### src/rtl/riscv_ctrl_pkg.sv
// ---------------------------------------------------------------------------
// riscv_ctrl_pkg
// Shared types and encodings for the multicycle RISC-V controller:
//   state_e      - controller FSM states
//   alu_ctrl_e   - ALU operation codes driven on alu_ctrl_o
//   alu_class_e  - which decode rule the ALU decoder applies in a state
//   OP_*         - opcode field values the controller dispatches on
//   SRC_A_*, SRC_B_*, RES_* - datapath mux select encodings
// ---------------------------------------------------------------------------
package riscv_ctrl_pkg;

    typedef enum logic [3:0] {
        S_IDLE   = 4'd0,
        S_FETCH  = 4'd1,
        S_DECODE = 4'd2,
        S_MEMADR = 4'd3,
        S_MEMRD  = 4'd4,
        S_MEMWB  = 4'd5,
        S_MEMWR  = 4'd6,
        S_EXECR  = 4'd7,
        S_EXECI  = 4'd8,
        S_ALUWB  = 4'd9,
        S_BRANCH = 4'd10,
        S_JAL    = 4'd11,
        S_TRAP   = 4'd12
    } state_e;

    typedef enum logic [3:0] {
        ALU_ADD = 4'd0,
        ALU_SUB = 4'd1,
        ALU_AND = 4'd2,
        ALU_OR  = 4'd3,
        ALU_XOR = 4'd4,
        ALU_SLT = 4'd5,
        ALU_SLL = 4'd6,
        ALU_SRL = 4'd7,
        ALU_SRA = 4'd8
    } alu_ctrl_e;

    // Address/branch-target/PC+4 states always add; BRANCH always subtracts;
    // EXECR and EXECI decode funct3/funct7b5 with slightly different rules.
    typedef enum logic [1:0] {
        CLS_ADD = 2'd0,
        CLS_SUB = 2'd1,
        CLS_R   = 2'd2,
        CLS_I   = 2'd3
    } alu_class_e;

    localparam logic [6:0] OP_LOAD   = 7'b0000011;
    localparam logic [6:0] OP_STORE  = 7'b0100011;
    localparam logic [6:0] OP_RTYPE  = 7'b0110011;
    localparam logic [6:0] OP_ITYPE  = 7'b0010011;
    localparam logic [6:0] OP_BRANCH = 7'b1100011;
    localparam logic [6:0] OP_JAL    = 7'b1101111;

    localparam logic [2:0] F3_BEQ = 3'b000;
    localparam logic [2:0] F3_BNE = 3'b001;

    localparam logic [1:0] SRC_A_PC    = 2'd0;
    localparam logic [1:0] SRC_A_OLDPC = 2'd1;
    localparam logic [1:0] SRC_A_RS1   = 2'd2;

    localparam logic [1:0] SRC_B_RS2  = 2'd0;
    localparam logic [1:0] SRC_B_IMM  = 2'd1;
    localparam logic [1:0] SRC_B_FOUR = 2'd2;

    localparam logic [1:0] RES_ALUOUT    = 2'd0;
    localparam logic [1:0] RES_MEMDATA   = 2'd1;
    localparam logic [1:0] RES_ALURESULT = 2'd2;

endpackage

### src/rtl/multicycle_ctrl_if.sv
// ---------------------------------------------------------------------------
// multicycle_ctrl_if
// Memory request handshake between the controller (master) and memory (slave).
//   mem_req_o   - controller requests a transfer; held high until accepted
//   mem_we_o    - write qualifier, meaningful only while mem_req_o = 1
//   mem_ready_i - memory accepts the request / returns data this cycle
// Handshake: a transfer completes on a rising edge where mem_req_o and
// mem_ready_i are both 1. mem_req_o and mem_we_o do not change while a request
// is pending; mem_ready_i while mem_req_o = 0 is ignored. Reset drops
// mem_req_o immediately, abandoning any pending request.
// ---------------------------------------------------------------------------
interface multicycle_ctrl_if;
    logic mem_req_o;
    logic mem_we_o;
    logic mem_ready_i;

    modport master (
        output mem_req_o,
        output mem_we_o,
        input  mem_ready_i
    );

    modport slave (
        input  mem_req_o,
        input  mem_we_o,
        output mem_ready_i
    );
endinterface

### src/rtl/alu_decoder.sv
// ---------------------------------------------------------------------------
// alu_decoder
// Combinational ALU operation decode.
//   cls_i      - decode rule selected by the controller state
//   funct3_i   - instr[14:12]
//   funct7b5_i - instr[30]
//   alu_ctrl_o - ALU operation
// ---------------------------------------------------------------------------
module alu_decoder
    import riscv_ctrl_pkg::*;
(
    input  alu_class_e cls_i,
    input  logic [2:0] funct3_i,
    input  logic       funct7b5_i,
    output alu_ctrl_e  alu_ctrl_o
);

    always_comb begin
        alu_ctrl_o = ALU_ADD;
        case (cls_i)
            CLS_SUB: alu_ctrl_o = ALU_SUB;
            CLS_R, CLS_I: begin
                case (funct3_i)
                    // Immediate forms have no subtract; bit 30 is part of the immediate.
                    3'b000:  alu_ctrl_o = (cls_i == CLS_R && funct7b5_i) ? ALU_SUB : ALU_ADD;
                    3'b001:  alu_ctrl_o = ALU_SLL;
                    3'b010:  alu_ctrl_o = ALU_SLT;
                    // No unsigned compare in this ALU; SLTU falls back to SLT.
                    3'b011:  alu_ctrl_o = ALU_SLT;
                    3'b100:  alu_ctrl_o = ALU_XOR;
                    3'b101:  alu_ctrl_o = funct7b5_i ? ALU_SRA : ALU_SRL;
                    3'b110:  alu_ctrl_o = ALU_OR;
                    default: alu_ctrl_o = ALU_AND;
                endcase
            end
            default: alu_ctrl_o = ALU_ADD;
        endcase
    end

endmodule

### src/rtl/multicycle_ctrl.sv
// ---------------------------------------------------------------------------
// multicycle_ctrl
// Control FSM for a multicycle RV32 subset (load/store, OP, OP-IMM, BEQ/BNE,
// JAL). Unsupported instructions park the FSM in TRAP until reset.
//   clk_i, rst_ni          - clock, asynchronous active-low reset
//   opcode_i, funct3_i,
//   funct7b5_i             - fields of the held instruction register
//   zero_i                 - ALU zero flag (branch compare)
//   mem                    - memory handshake (multicycle_ctrl_if.master)
//   adr_src_o              - memory address: 0 = PC, 1 = ALUOut
//   alu_src_a_o/_b_o       - ALU operand selects
//   alu_ctrl_o             - ALU operation
//   result_src_o           - writeback select
//   ir_write_o, pc_write_o,
//   reg_write_o            - write strobes
//   illegal_o              - sticky unsupported-instruction flag
//   instret_o              - retired instruction count (wraps)
//   state_o                - current FSM state (debug)
// ---------------------------------------------------------------------------
module multicycle_ctrl
    import riscv_ctrl_pkg::*;
(
    input  logic                     clk_i,
    input  logic                     rst_ni,
    input  logic [6:0]               opcode_i,
    input  logic [2:0]               funct3_i,
    input  logic                     funct7b5_i,
    input  logic                     zero_i,
    multicycle_ctrl_if.master        mem,
    output logic                     adr_src_o,
    output logic [1:0]               alu_src_a_o,
    output logic [1:0]               alu_src_b_o,
    output logic [3:0]               alu_ctrl_o,
    output logic [1:0]               result_src_o,
    output logic                     ir_write_o,
    output logic                     pc_write_o,
    output logic                     reg_write_o,
    output logic                     illegal_o,
    output logic [31:0]              instret_o,
    output logic [3:0]               state_o
);

    state_e      state_q, state_d;
    logic        illegal_q, illegal_d;
    logic [31:0] instret_q, instret_d;

    logic        mem_ready;
    logic        mem_req;
    logic        mem_we;
    logic        retire;
    alu_class_e  alu_cls;
    alu_ctrl_e   alu_op;

    assign mem_ready     = mem.mem_ready_i;
    assign mem.mem_req_o = mem_req;
    assign mem.mem_we_o  = mem_we;

    // ------------------------------------------------------------------
    // Next-state logic
    // ------------------------------------------------------------------
    always_comb begin
        state_d = state_q;
        case (state_q)
            S_IDLE:   state_d = S_FETCH;
            S_FETCH:  state_d = mem_ready ? S_DECODE : S_FETCH;
            S_DECODE: begin
                case (opcode_i)
                    OP_LOAD, OP_STORE: state_d = S_MEMADR;
                    OP_RTYPE:          state_d = S_EXECR;
                    OP_ITYPE:          state_d = S_EXECI;
                    OP_BRANCH:         state_d = (funct3_i == F3_BEQ || funct3_i == F3_BNE)
                                                 ? S_BRANCH : S_TRAP;
                    OP_JAL:            state_d = S_JAL;
                    default:           state_d = S_TRAP;
                endcase
            end
            // Only loads and stores reach MEMADR, so a non-store is a load.
            S_MEMADR: state_d = (opcode_i == OP_STORE) ? S_MEMWR : S_MEMRD;
            S_MEMRD:  state_d = mem_ready ? S_MEMWB : S_MEMRD;
            S_MEMWR:  state_d = mem_ready ? S_FETCH : S_MEMWR;
            S_MEMWB:  state_d = S_FETCH;
            S_EXECR:  state_d = S_ALUWB;
            S_EXECI:  state_d = S_ALUWB;
            S_ALUWB:  state_d = S_FETCH;
            S_BRANCH: state_d = S_FETCH;
            S_JAL:    state_d = S_ALUWB;
            S_TRAP:   state_d = S_TRAP;
            default:  state_d = S_TRAP;
        endcase
    end

    // An instruction retires on the edge that returns to FETCH from its last
    // state; JAL is counted once, when its ALUWB completes.
    always_comb begin
        retire = 1'b0;
        case (state_q)
            S_MEMWR:                   retire = mem_ready;
            S_MEMWB, S_ALUWB, S_BRANCH: retire = 1'b1;
            default:                   retire = 1'b0;
        endcase
    end

    assign instret_d = retire ? instret_q + 32'd1 : instret_q;
    // Set on entry so illegal_o is already high in the first TRAP cycle.
    assign illegal_d = illegal_q | (state_d == S_TRAP);

    // ------------------------------------------------------------------
    // State registers
    // ------------------------------------------------------------------
    always_ff @(posedge clk_i or negedge rst_ni) begin
        if (!rst_ni) begin
            state_q   <= S_IDLE;
            illegal_q <= 1'b0;
            instret_q <= 32'd0;
        end else begin
            state_q   <= state_d;
            illegal_q <= illegal_d;
            instret_q <= instret_d;
        end
    end

    // ------------------------------------------------------------------
    // Output decode (Moore, except FETCH strobes and BRANCH pc_write)
    // ------------------------------------------------------------------
    always_comb begin
        mem_req      = 1'b0;
        mem_we       = 1'b0;
        adr_src_o    = 1'b0;
        alu_src_a_o  = SRC_A_PC;
        alu_src_b_o  = SRC_B_RS2;
        result_src_o = RES_ALUOUT;
        ir_write_o   = 1'b0;
        pc_write_o   = 1'b0;
        reg_write_o  = 1'b0;
        alu_cls      = CLS_ADD;
        case (state_q)
            S_FETCH: begin
                mem_req     = 1'b1;
                alu_src_a_o = SRC_A_PC;
                alu_src_b_o = SRC_B_FOUR;
                // IR and PC+4 are captured only on the accepting edge.
                ir_write_o  = mem_ready;
                pc_write_o  = mem_ready;
            end
            S_DECODE: begin
                alu_src_a_o = SRC_A_OLDPC;
                alu_src_b_o = SRC_B_IMM;
            end
            S_MEMADR: begin
                alu_src_a_o = SRC_A_RS1;
                alu_src_b_o = SRC_B_IMM;
            end
            S_MEMRD: begin
                mem_req   = 1'b1;
                adr_src_o = 1'b1;
            end
            S_MEMWR: begin
                mem_req   = 1'b1;
                mem_we    = 1'b1;
                adr_src_o = 1'b1;
            end
            S_MEMWB: begin
                reg_write_o  = 1'b1;
                result_src_o = RES_MEMDATA;
            end
            S_EXECR: begin
                alu_src_a_o = SRC_A_RS1;
                alu_src_b_o = SRC_B_RS2;
                alu_cls     = CLS_R;
            end
            S_EXECI: begin
                alu_src_a_o = SRC_A_RS1;
                alu_src_b_o = SRC_B_IMM;
                alu_cls     = CLS_I;
            end
            S_ALUWB: begin
                reg_write_o  = 1'b1;
                result_src_o = RES_ALUOUT;
            end
            S_BRANCH: begin
                alu_src_a_o  = SRC_A_RS1;
                alu_src_b_o  = SRC_B_RS2;
                alu_cls      = CLS_SUB;
                result_src_o = RES_ALUOUT;
                // DECODE only lets BEQ/BNE through, so bit 0 picks the sense.
                pc_write_o   = funct3_i[0] ? ~zero_i : zero_i;
            end
            S_JAL: begin
                alu_src_a_o  = SRC_A_OLDPC;
                alu_src_b_o  = SRC_B_FOUR;
                pc_write_o   = 1'b1;
                result_src_o = RES_ALUOUT;
            end
            default: begin
                // IDLE and TRAP drive everything low.
            end
        endcase
    end

    alu_decoder u_alu_decoder (
        .cls_i      (alu_cls),
        .funct3_i   (funct3_i),
        .funct7b5_i (funct7b5_i),
        .alu_ctrl_o (alu_op)
    );

    // ALU op only matters in states that use the ALU; elsewhere it is ADD (0).
    assign alu_ctrl_o = alu_op;
    assign illegal_o  = illegal_q;
    assign instret_o  = instret_q;
    assign state_o    = state_q;

endmodule

### src/flat_wrapper.sv
// flat-port wrapper written by rule: the top's interface ports become plain ports
module multicycle_ctrl_flat import riscv_ctrl_pkg::*;
  (clk_i, rst_ni, opcode_i, funct3_i, funct7b5_i, zero_i, adr_src_o, alu_src_a_o, alu_src_b_o, alu_ctrl_o, result_src_o, ir_write_o, pc_write_o, reg_write_o, illegal_o, instret_o, state_o, mem_mem_req_o, mem_mem_we_o, mem_mem_ready_i);
  multicycle_ctrl_if mem_i ();
  input  logic clk_i;
  input  logic rst_ni;
  input  logic [6:0] opcode_i;
  input  logic [2:0] funct3_i;
  input  logic funct7b5_i;
  input  logic zero_i;
  output logic adr_src_o;
  output logic [1:0] alu_src_a_o;
  output logic [1:0] alu_src_b_o;
  output logic [3:0] alu_ctrl_o;
  output logic [1:0] result_src_o;
  output logic ir_write_o;
  output logic pc_write_o;
  output logic reg_write_o;
  output logic illegal_o;
  output logic [31:0] instret_o;
  output logic [3:0] state_o;
  output wire logic [$bits(mem_i.mem_req_o)-1:0] mem_mem_req_o;
  output wire logic [$bits(mem_i.mem_we_o)-1:0] mem_mem_we_o;
  input wire logic [$bits(mem_i.mem_ready_i)-1:0] mem_mem_ready_i;
  assign mem_mem_req_o = mem_i.mem_req_o;
  assign mem_mem_we_o = mem_i.mem_we_o;
  assign mem_i.mem_ready_i = mem_mem_ready_i;
  multicycle_ctrl u_core (.clk_i(clk_i), .rst_ni(rst_ni), .opcode_i(opcode_i), .funct3_i(funct3_i), .funct7b5_i(funct7b5_i), .zero_i(zero_i), .mem(mem_i), .adr_src_o(adr_src_o), .alu_src_a_o(alu_src_a_o), .alu_src_b_o(alu_src_b_o), .alu_ctrl_o(alu_ctrl_o), .result_src_o(result_src_o), .ir_write_o(ir_write_o), .pc_write_o(pc_write_o), .reg_write_o(reg_write_o), .illegal_o(illegal_o), .instret_o(instret_o), .state_o(state_o));
endmodule
### config.mk
export PLATFORM = sky130hd
export DESIGN_NAME = multicycle_ctrl_flat
export DESIGN_NICKNAME = d
export VERILOG_FILES = /design/src/rtl/riscv_ctrl_pkg.sv /design/src/rtl/multicycle_ctrl_if.sv /design/src/rtl/alu_decoder.sv /design/src/rtl/multicycle_ctrl.sv /design/src/flat_wrapper.sv
export SDC_FILE = /design/constraint.sdc
export NUM_CORES = 1
export LEC_CHECK = 0
export BUFFER_PORTS_ARGS = -buffer_cell sky130_fd_sc_hd__buf_4
export CORE_ASPECT_RATIO = 2
export CORE_UTILIZATION = 51
export CTS_CLUSTER_SIZE = 24
export DETAILED_ROUTE_END_ITERATION = 12
export PLACE_DENSITY_LB_ADDON = 0.2
export SLEW_MARGIN = 0
export SYNTH_ARGS = -nofsm -noshare
export SYNTH_HDL_FRONTEND = slang
export SYNTH_SLANG_ARGS = --single-unit
export TNS_END_PERCENT = 5
### constraint.sdc
create_clock -name clk_i -period 2.2 [get_ports clk_i]
set_input_delay 0.11 -clock clk_i [delete_from_list [all_inputs] [get_ports clk_i]]
set_output_delay 0.11 -clock clk_i [all_outputs]
set_load 0.03 [all_outputs]
==> flow_summary_export.csv, run 1 <==
group,metric,value,unit
clock_network,clk_latency,0.30,ns
yosys,ys_ff_latch,37,
power_and_ir_drop,p_switching,1.25,mW
setup_path,crit_path_end_kind,"output pin",
detailed_routing,drt_first_pass_iters,4,
die,chipHeight,95.9,um
clock_network,clkTransAtPathRegs,0.07,ns
grt,use_met2,53.9,%
setup_path,critPathKind,"flop to output pin",
grt,grt-ovfl-total,0,
clock_network,clock_path_buffers,2,
detailed_routing,vias,2101,
yosys,ys_types,47,
yosys,syn_area,2250,um^2
power_and_ir_drop,power.density,960,nW/um^2
clock_network,cts_resized,0,
clock_network,htree_levels,2,
grt,met1_usage,24.9,%
detailed_routing,wl,5570,um
sta,final.min_clock_period,2.03,ns
grt,grt_max_degree,38,
sta,maxSlewViolCount,0,
yosys,yosysSeqAreaShare,41.2,%
sta,whs,0.192,ns
detailed_routing,drc,0,
placed_design,dp_cells,356,
sta,fin_skew,0.00804,ns
placed_design,place.port_buffers,66,
sta,rsz0062_at_grt,"no",
grt,gr-usage-all-layers,26.4,%
power_and_ir_drop,power_frac_clock,16.4,%
yosys,synthArstFlopShare,100,%
setup_path,arrival,1.92,ns
layout,most-common-layout-cells,"buf_4 (72), dfrtp_1 (37), nand2_1 (26)",
clock_network,tritoncts,"done",
power_and_ir_drop,ir_drop,0.817,mV
clock_network,cts_buffers,5,
layout,num-nets-final,328,
setup_path,worstSetupStartpointType,"flop",
placed_design,place.gp.congestion,0.799,
setup_path,path_max_fanout,15,
die,pin_count,68,
grt,globalRouteMet3Util,3.16,%
detailed_routing,drt_iter0_drc,54,
layout,drive_gt1_share,30.4,%
setup_path,critPathMaxStageDelay,0.41,ns
sta,clock.fmax,0.494,GHz
clock_network,cts_setup_buffers,0,
yosys,synth_edf_count,0,
layout,layout_commonest_cell,"buf_4",
setup_path,crit_slowest_cell,"dfrtp_1",
grt,grt_pass1_wl,9360,um
job,drv_cap,0,
sta,hold_viol,0,
status,status,"finished clean",
grt,first_global_vias,2041,
yosys,synthesis.nets,260,
layout,syn_to_final_growth,28.5,%
setup_path,cp_data_required_time,2.09,ns
detailed_routing,ant_nets,0,
placed_design,dp_hpwl,4300,um
die,floorplan.initialDensity,53.9,%
yosys,synth_warnings,0,
clock_network,cts_num_sinks,37,
power_and_ir_drop,sequentialPowerShare,31.5,%
grt,antenna_found_initial,0,
die,die_w,48.9,um
setup_path,cpMostUsedCell,"buf_4",
die,die_area,4690,um^2
setup_path,crit_chain,"buf_4 -> nand2b_1 -> nor2_1 -> a21oi_1 -> nor4b_1 -> buf_4",
detailed_routing,viasPerCell,5.76,
clock_network,cts_root_buf,"clkbuf_8",
die,rows,33,
yosys,syn-instance-count,244,
power_and_ir_drop,p_leak,1.43,nW
power_and_ir_drop,combPwrFrac,52.1,%
power_and_ir_drop,switching_share,45.1,%
sta,setup_viol,0,
power_and_ir_drop,internal-power,1.52,mW
layout,fin_cells,365,
layout,antennaDiodeCount,0,
die,core,4170,um^2
sta,timing.final.crit_share,92.1,%
detailed_routing,wl_per_cell,15.3,um
yosys,ys.flop_type,"dfrtp_1",
yosys,syn_area_per_cell,9.21,um^2
grt,grt-busiest-layer,"met2",
min_path,min_path_type,"primary input to flop",
## cell families after synthesis
logic type                 Yosys count  share of synthesized area [%]
AOI/OAI and AO/OA                   34                           10.1
xor gates and xnor gates            35                           13.6
adders and majority gates            1                          0.557
buffers and inverters               19                           4.01
DFF                                 37                           41.2
muxes                                1                          0.501
other                                1                          0.167
and+or+nand+nor                    116                           29.8
## synth_stat cells (7+ instances only)
master   count  share of area (%)
dfrtp_1     37                 41
nand2_1     26                4.3
xor2_1      24                9.4
nor2_1      19                3.2
nand3_1     11                2.4
xnor2_1     11                4.3
a21oi_1     10                2.2
nor4_1       9                2.5
o21ai_0      8                1.8
inv_1        7                1.2
nand4_1      7                1.9
## per-layer routing
layer / part of all wire (%) / wire [um] / up-vias
met3: 4.0 / 222 / 13
met5: 0 / 0 / -
met4: 3.1 / 172 / 0
li1: - / - / 996
met2: 58 / 3200 / 88
met1: 35 / 1970 / 1004
## final cells by class
| class | instances | area (um^2) |
|---|---|---|
| clock inverter | 2 | 10.0 |
| multi-input combinational | 188 | 1240 |
| clock buffer | 6 | 72.6 |
| tap | 52 | 65.1 |
| timing repair buffer | 73 | 551 |
| fill | 358 | 1280 |
| sequential | 37 | 926 |
| inverter | 7 | 26.3 |
## through the flow
step	TNS [ns]	power [mW]	worst slack, ns	util (%)	cell area [um^2]
final	0	2.77	0.175	69.2	2890
after global routing	0	2.94	0.0524	69.2	2890
after CTS	0	2.78	0.159	69.2	2890
after detailed placement	0	2.33	0.231	67.0	2800
after global placement	0	2.31	0.328	67.0	2800
after floorplan	-0.0835	1.80	-0.0835	-	2250
## path summary, 6_finish.rpt
kind / from / end / slack [ns] / cells past startpoint
hold / removal: mem_mem_ready_i / u_core.state_o[0]$_DFF_PN0_ / 0.19 / 3
min in group asynchronous: rst_ni / u_core.instret_o[16]$_DFFE_PN0P_ / 0.31 / 2
hold reg to reg: u_core.illegal_o$_DFF_PN0_ / u_core.illegal_o$_DFF_PN0_ / 0.47 / 1
setup / recovery: u_core.state_o[3]$_DFF_PN0_ / alu_ctrl_o[3] / 0.17 / 6
max in group asynchronous: rst_ni / u_core.instret_o[11]$_DFFE_PN0P_ / 1.55 / 2
setup reg to reg: u_core.instret_o[4]$_DFFE_PN0P_ / u_core.instret_o[29]$_DFFE_PN0P_ / 0.18 / 5
## power by group through the flow
stage               Clock (mW)  Combinational (mW)  Sequential (mW)
floorplan                    0               0.774             1.02
global placement             0                1.44            0.875
detailed placement           0                1.44            0.885
CTS                      0.457                1.45            0.872
global route             0.487                1.56            0.885
finish                   0.456                1.44            0.873
## critical path: cells and delay by family, from the launching register on
kind	cells	cell delay, ns
and+or+nand+nor	3	0.70
buffers and inverters	2	0.41
AOI/OAI and AO/OA	1	0.09
DFF	1	0.41
## what timing repair did
action                                 in CTS  in global routing
hold buffers                                1                  0
setup endpoints to repair                   0                  0
endpoints found under the hold margin      37                  0
## flip-flops by register name, indices dropped and copies added, names as in the netlist
name / flops
u_core.illegal_o: 1
u_core.instret_o: 32
u_core.state_o: 4
Power figures use the tool's default switching activity.
==> run 2: changes to the inputs <==
- CORE_UTILIZATION: 51 -> 46
- SLEW_MARGIN: 0 -> 5
- clock period: 2.2 -> 1.7 ns (I/O delays scaled with it)
==> flow_summary_export.csv, run 2 (synthesized netlist as in run 1, its figures left out) <==
group,metric,value,unit
detailed_routing,wl,6370,um
layout,layout_commonest_cell,"buf_4",
grt,grt_pass1_wl,9940,um
status,status,"complete, but fails checks",
die,die_w,51.4,um
sta,final.min_clock_period,1.78,ns
min_path,min_path_type,"primary input to flop",
setup_path,crit_path_start,"u_core.state_o[0]$_DFF_PN0_",
clock_network,clock_path_buffers,2,
grt,grt-ovfl-total,0,
grt,grt_max_degree,38,
sta,layout_setup_ws,-0.0837,ns
setup_path,r2r-end,"u_core.instret_o[6]$_DFFE_PN0P_",
sta,fin_skew,0.00730,ns
detailed_routing,viasPerCell,5.53,
setup_path,arrival,1.97,ns
placed_design,dp_slack,-0.0737,ns
power_and_ir_drop,p_leak,1.66,nW
detailed_routing,dr_wl_met3,234,um
detailed_routing,drt_iter0_drc,55,
detailed_routing,drt_first_pass_iters,4,
setup_path,rr_worst_depth,6,
sta,clock.fmax,0.561,GHz
grt,gr-usage-all-layers,25.6,%
placed_design,place.gp.congestion,0.803,
setup_path,crit_path_end_kind,"flop",
power_and_ir_drop,p_total,4.15,mW
detailed_routing,top_layer,"met4",
die,pin_count,68,
detailed_routing,ant_nets,0,
grt,antenna_found_initial,0,
setup_path,path_max_fanout,5,
placed_design,dp_cells,387,
power_and_ir_drop,ir_drop,1.05,mV
placed_design,place.port_buffers,66,
layout,syn_to_final_growth,50.6,%
setup_path,reg2reg_from,"u_core.state_o[0]$_DFF_PN0_",
detailed_routing,wl_met2,3830,um
placed_design,dp_hpwl,4500,um
detailed_routing,drc,0,
die,core,4640,um^2
clock_network,tritoncts,"done",
layout,largest_reg_flops,32,
detailed_routing,vias,2247,
layout,num-nets-final,366,
power_and_ir_drop,power.density,1230,nW/um^2
setup_path,crit_end,"u_core.instret_o[6]$_DFFE_PN0P_",
sta,fin_tns_setup,-0.415,ns
die,chipHeight,101,um
sta,setup_viol,15,
layout,fin_util,72.9,%
status,violations,"setup timing",
clock_network,cts_buffers,5,
die,floorplan.initialDensity,48.4,%
layout,fin_cells,406,
detailed_routing,wl_met1,2160,um
layout,drive_gt1_share,46.2,%
setup_path,worstSetupStartpointType,"flop",
clock_network,clkTransAtPathRegs,0.07,ns
setup_path,critPathKind,"flop to flop",
sta,timing.final.crit_share,105,%
layout,most-common-layout-cells,"buf_4 (102), dfrtp_1 (34), nand2_1 (25)",
clock_network,cts_num_sinks,37,
sta,maxSlewViolCount,0,
die,die_area,5190,um^2
clock_network,htree_levels,2,
sta,hold_viol,0,
clock_network,clk_latency,0.29,ns
die,rows,35,
detailed_routing,wl_per_cell,15.7,um
job,drv_cap,0,
grt,first_global_vias,2270,
sta,rsz0062_at_grt,"yes",
setup_path,r2r_setup_slack,-0.08,ns
layout,antennaDiodeCount,0,
setup_path,cp_data_required_time,1.88,ns
clock_network,cts_root_buf,"clkbuf_8",
[run 2: area by class of cell]
| class | count | area [um^2] |
|---|---|---|
| Multi-Input combinational cell | 189 | 1420 |
| Clock inverter | 2 | 10.0 |
| Sequential cell | 37 | 930 |
| Inverter | 7 | 26.3 |
| Fill cell | 364 | 1260 |
| Timing Repair Buffer | 110 | 858 |
| Tap cell | 55 | 68.8 |
| Clock buffer | 6 | 72.6 |
[run 2: worst min path at each step]
stage,from,to,slack (ns),cells past startpoint
after floorplan,rst_ni,u_core.illegal_o$_DFF_PN0_,-0.21,0
after global placement,rst_ni,u_core.instret_o[16]$_DFFE_PN0P_,0.07,1
after detailed placement,rst_ni,u_core.instret_o[16]$_DFFE_PN0P_,0.08,1
after CTS,mem_mem_ready_i,u_core.state_o[0]$_DFF_PN0_,0.17,3
after global routing,mem_mem_ready_i,u_core.state_o[0]$_DFF_PN0_,0.18,3
final,mem_mem_ready_i,u_core.state_o[0]$_DFF_PN0_,0.19,3
[run 2: critical path, stage by stage (launching register included)]
cell and delay (ns):
dfrtp_2 0.46, xor2_2 0.21, o311a_4 0.27, buf_4 0.15
nand2_2 0.09, or3_4 0.37, xnor2_1 0.13
[run 2: metal layers]
metal / vias up / GRT usage [%]
li1: 1073 / -
met1: 1089 / 23.5
met2: 75 / 51.3
met3: 10 / 4.22
met4: 0 / 11.0
met5: - / 0
[run 2: repair_timing]
item,in CTS,in global routing
pin swaps,4,7
endpoints found under the hold margin,37,0
cloned,0,1
buffers inserted,7,2
gates resized for setup,16,27
setup endpoints to repair,21,36
hold buffers,1,0
[run 2: power breakdown]
part,switching [mW],total [mW],internal [mW],leakage (nW)
sequential,0.156,1.15,0.991,0.480
clock,0.308,0.592,0.284,0.0450
combinational,1.38,2.41,1.03,1.14
total,1.84,4.15,2.31,1.66
[run 2: metrics by stage]
step | hold slack (ns) | area [um^2]
finish | 0.188 | 3380
global route | 0.183 | 3380
CTS | 0.172 | 3230
detailed placement | 0.0781 | 3030
global placement | 0.0713 | 3030
floorplan | -0.211 | 2270
==> run 3: changes to the inputs <==
--- a/constraint.sdc
+++ b/constraint.sdc
@@ -3,2 +3,2 @@
 set_output_delay 0.085 -clock clk_i [all_outputs]
-set_load 0.03 [all_outputs]
+set_load 0.005 [all_outputs]
==> flow_summary_export.csv, run 3 (synthesized netlist as in run 1, its figures left out) <==
group,metric,value,unit
power_and_ir_drop,p_leak,1.66,nW
clock_network,clock_path_buffers,2,
layout,num-nets-final,362,
sta,clock.fmax,0.568,GHz
layout,num-fill-cells,404,
detailed_routing,wl,6380,um
layout,fin_cells,402,
detailed_routing,drc,0,
die,die_area,5190,um^2
sta,timing.final.crit_share,104,%
setup_path,arrival,1.97,ns
layout,final_cell_area,3280,um^2
clock_network,cts_buffers,5,
sta,fin_skew,0.00947,ns
min_path,min_path_type,"primary input to flop",
detailed_routing,drt_first_pass_iters,4,
power_and_ir_drop,p_switching,1.34,mW
setup_path,crit_chain,"xor2_1 -> o311a_4 -> nand4_2 -> nor4_2 -> xor2_1",
clock_network,cts_root_buf,"clkbuf_8",
setup_path,critPathMaxStageDelay,0.42,ns
clock_network,tritoncts,"done",
power_and_ir_drop,p_total,3.63,mW
placed_design,place.port_buffers,66,
die,chipHeight,101,um
status,violations,"setup timing",
setup_path,path_max_fanout,6,
sta,whs,0.182,ns
grt,gr-usage-all-layers,25.0,%
sta,final.min_clock_period,1.76,ns
grt,first_global_vias,2223,
setup_path,cp_data_required_time,1.91,ns
sta,rsz0062_at_grt,"yes",
detailed_routing,wl_per_cell,15.9,um
sta,setup_viol,9,
grt,antenna_found_initial,0,
placed_design,place.gp.congestion,0.783,
die,pin_count,68,
clock_network,cts_num_sinks,37,
detailed_routing,drt_iter0_drc,41,
clock_network,clk_latency,0.29,ns
sta,maxSlewViolCount,0,
sta,slew_headroom,67.0,%
layout,syn_to_final_growth,45.9,%
status,status,"complete, but fails checks",
power_and_ir_drop,combPwrFrac,51.4,%
layout,most-common-layout-cells,"buf_4 (101), dfrtp_1 (37), nand2_1 (23), xor2_1 (23), nor2_1 (16)",
layout,layout_commonest_cell,"buf_4",
power_and_ir_drop,internal-power,2.29,mW
job,drv_cap,0,
clock_network,htree_levels,2,
setup_path,critPathKind,"flop to flop",
layout,largest_reg_flops,32,
setup_path,worstSetupStartpointType,"flop",
setup_path,cpMostUsedCell,"xor2_1",
die,core,4640,um^2
power_and_ir_drop,power_frac_clock,18.6,%
clock_network,clkTransAtPathRegs,0.07,ns
power_and_ir_drop,switching_share,36.9,%
sta,worst_pin_slew,0.489,ns
grt,grt-ovfl-total,0,
power_and_ir_drop,sequentialPowerShare,29.9,%
sta,fin_tns_setup,-0.278,ns
placed_design,dp_hpwl,4710,um
setup_path,reg2reg_from,"u_core.state_o[1]$_DFF_PN0_",
sta,hold_viol,0,
setup_path,crit_path_start,"u_core.state_o[1]$_DFF_PN0_",
power_and_ir_drop,power.density,1110,nW/um^2
setup_path,crit_path_end_kind,"flop",
setup_path,crit_slowest_cell,"dfrtp_1",
grt,grt_max_degree,38,
placed_design,dp_slack,-0.0772,ns
die,rows,35,
min_path,hp-start,"mem_mem_ready_i",
detailed_routing,vias,2235,
layout,drive_gt1_share,41.8,%
sta,layout_setup_ws,-0.0596,ns
placed_design,dpl_cell_area,3020,um^2
die,die_w,51.4,um
detailed_routing,viasPerCell,5.56,
layout,antennaDiodeCount,0,
layout,fin_util,70.6,%
placed_design,dp_cells,389,
power_and_ir_drop,ir_drop,1.14,mV
grt,grt_pass1_wl,9790,um
detailed_routing,ant_nets,0,
die,floorplan.initialDensity,48.4,%
run 3: timing repair:
action | 4_1_cts | 5_1_grt
pin swaps | 3 | 0
gates cloned | 0 | 1
setup endpoints to repair | 16 | 30
resized for setup | 11 | 15
endpoints found under the hold margin | 37 | 0
setup buffers | 2 | 1
hold buffers | 1 | 0
run 3: power groups by stage:
stage          registers (mW)  clock network, mW  logic, mW
2_1_floorplan            1.14                  0      0.745
3_5_place_dp             1.09                  0       1.66
3_3_place_gp             1.09                  0       1.64
6_report                 1.09              0.678       1.87
4_1_cts                  1.08              0.690       1.76
5_1_grt                  1.10              0.709       2.01
run 3: path summary, 6_finish.rpt:
path | end | slack, ns | cells past startpoint
setup / recovery | u_core.instret_o[25]$_DFFE_PN0P_ | -0.06 | 5
hold / removal | u_core.state_o[0]$_DFF_PN0_ | 0.18 | 3
setup reg to reg | u_core.instret_o[25]$_DFFE_PN0P_ | -0.06 | 5
hold reg to reg | u_core.illegal_o$_DFF_PN0_ | 0.46 | 1
max in group asynchronous | u_core.instret_o[31]$_DFFE_PN0P_ | 1.07 | 2
min in group asynchronous | u_core.instret_o[14]$_DFFE_PN0P_ | 0.30 | 2
run 3: area by class of cell:
class | instances | area, um^2 | area share (%)
clock buffer | 7 | 96.3 | 2.94
tap | 55 | 68.8 | 2.10
clock inverter | 1 | 5.00 | 0.153
timing repair buffer | 106 | 813 | 24.8
multi-input combinational | 189 | 1340 | 41.0
inverter | 7 | 26.3 | 0.801
sequential | 37 | 926 | 28.2
run 3: critical path: cells and delay by family, from the launching register on:
family / cells / cell delay [ns]
AO/OA/AOI/OAI: 1 / 0.27
flip-flops: 1 / 0.42
AND/OR/NAND/NOR: 2 / 0.57
XOR/XNOR: 2 / 0.42
run 3: per-layer routing:
metal | GRT usage [%] | share of wire [%]
met3 | 2.56 | 2.7
met4 | 11.2 | 3.7
met5 | 0 | 0
met2 | 51.3 | 60
met1 | 22.6 | 34
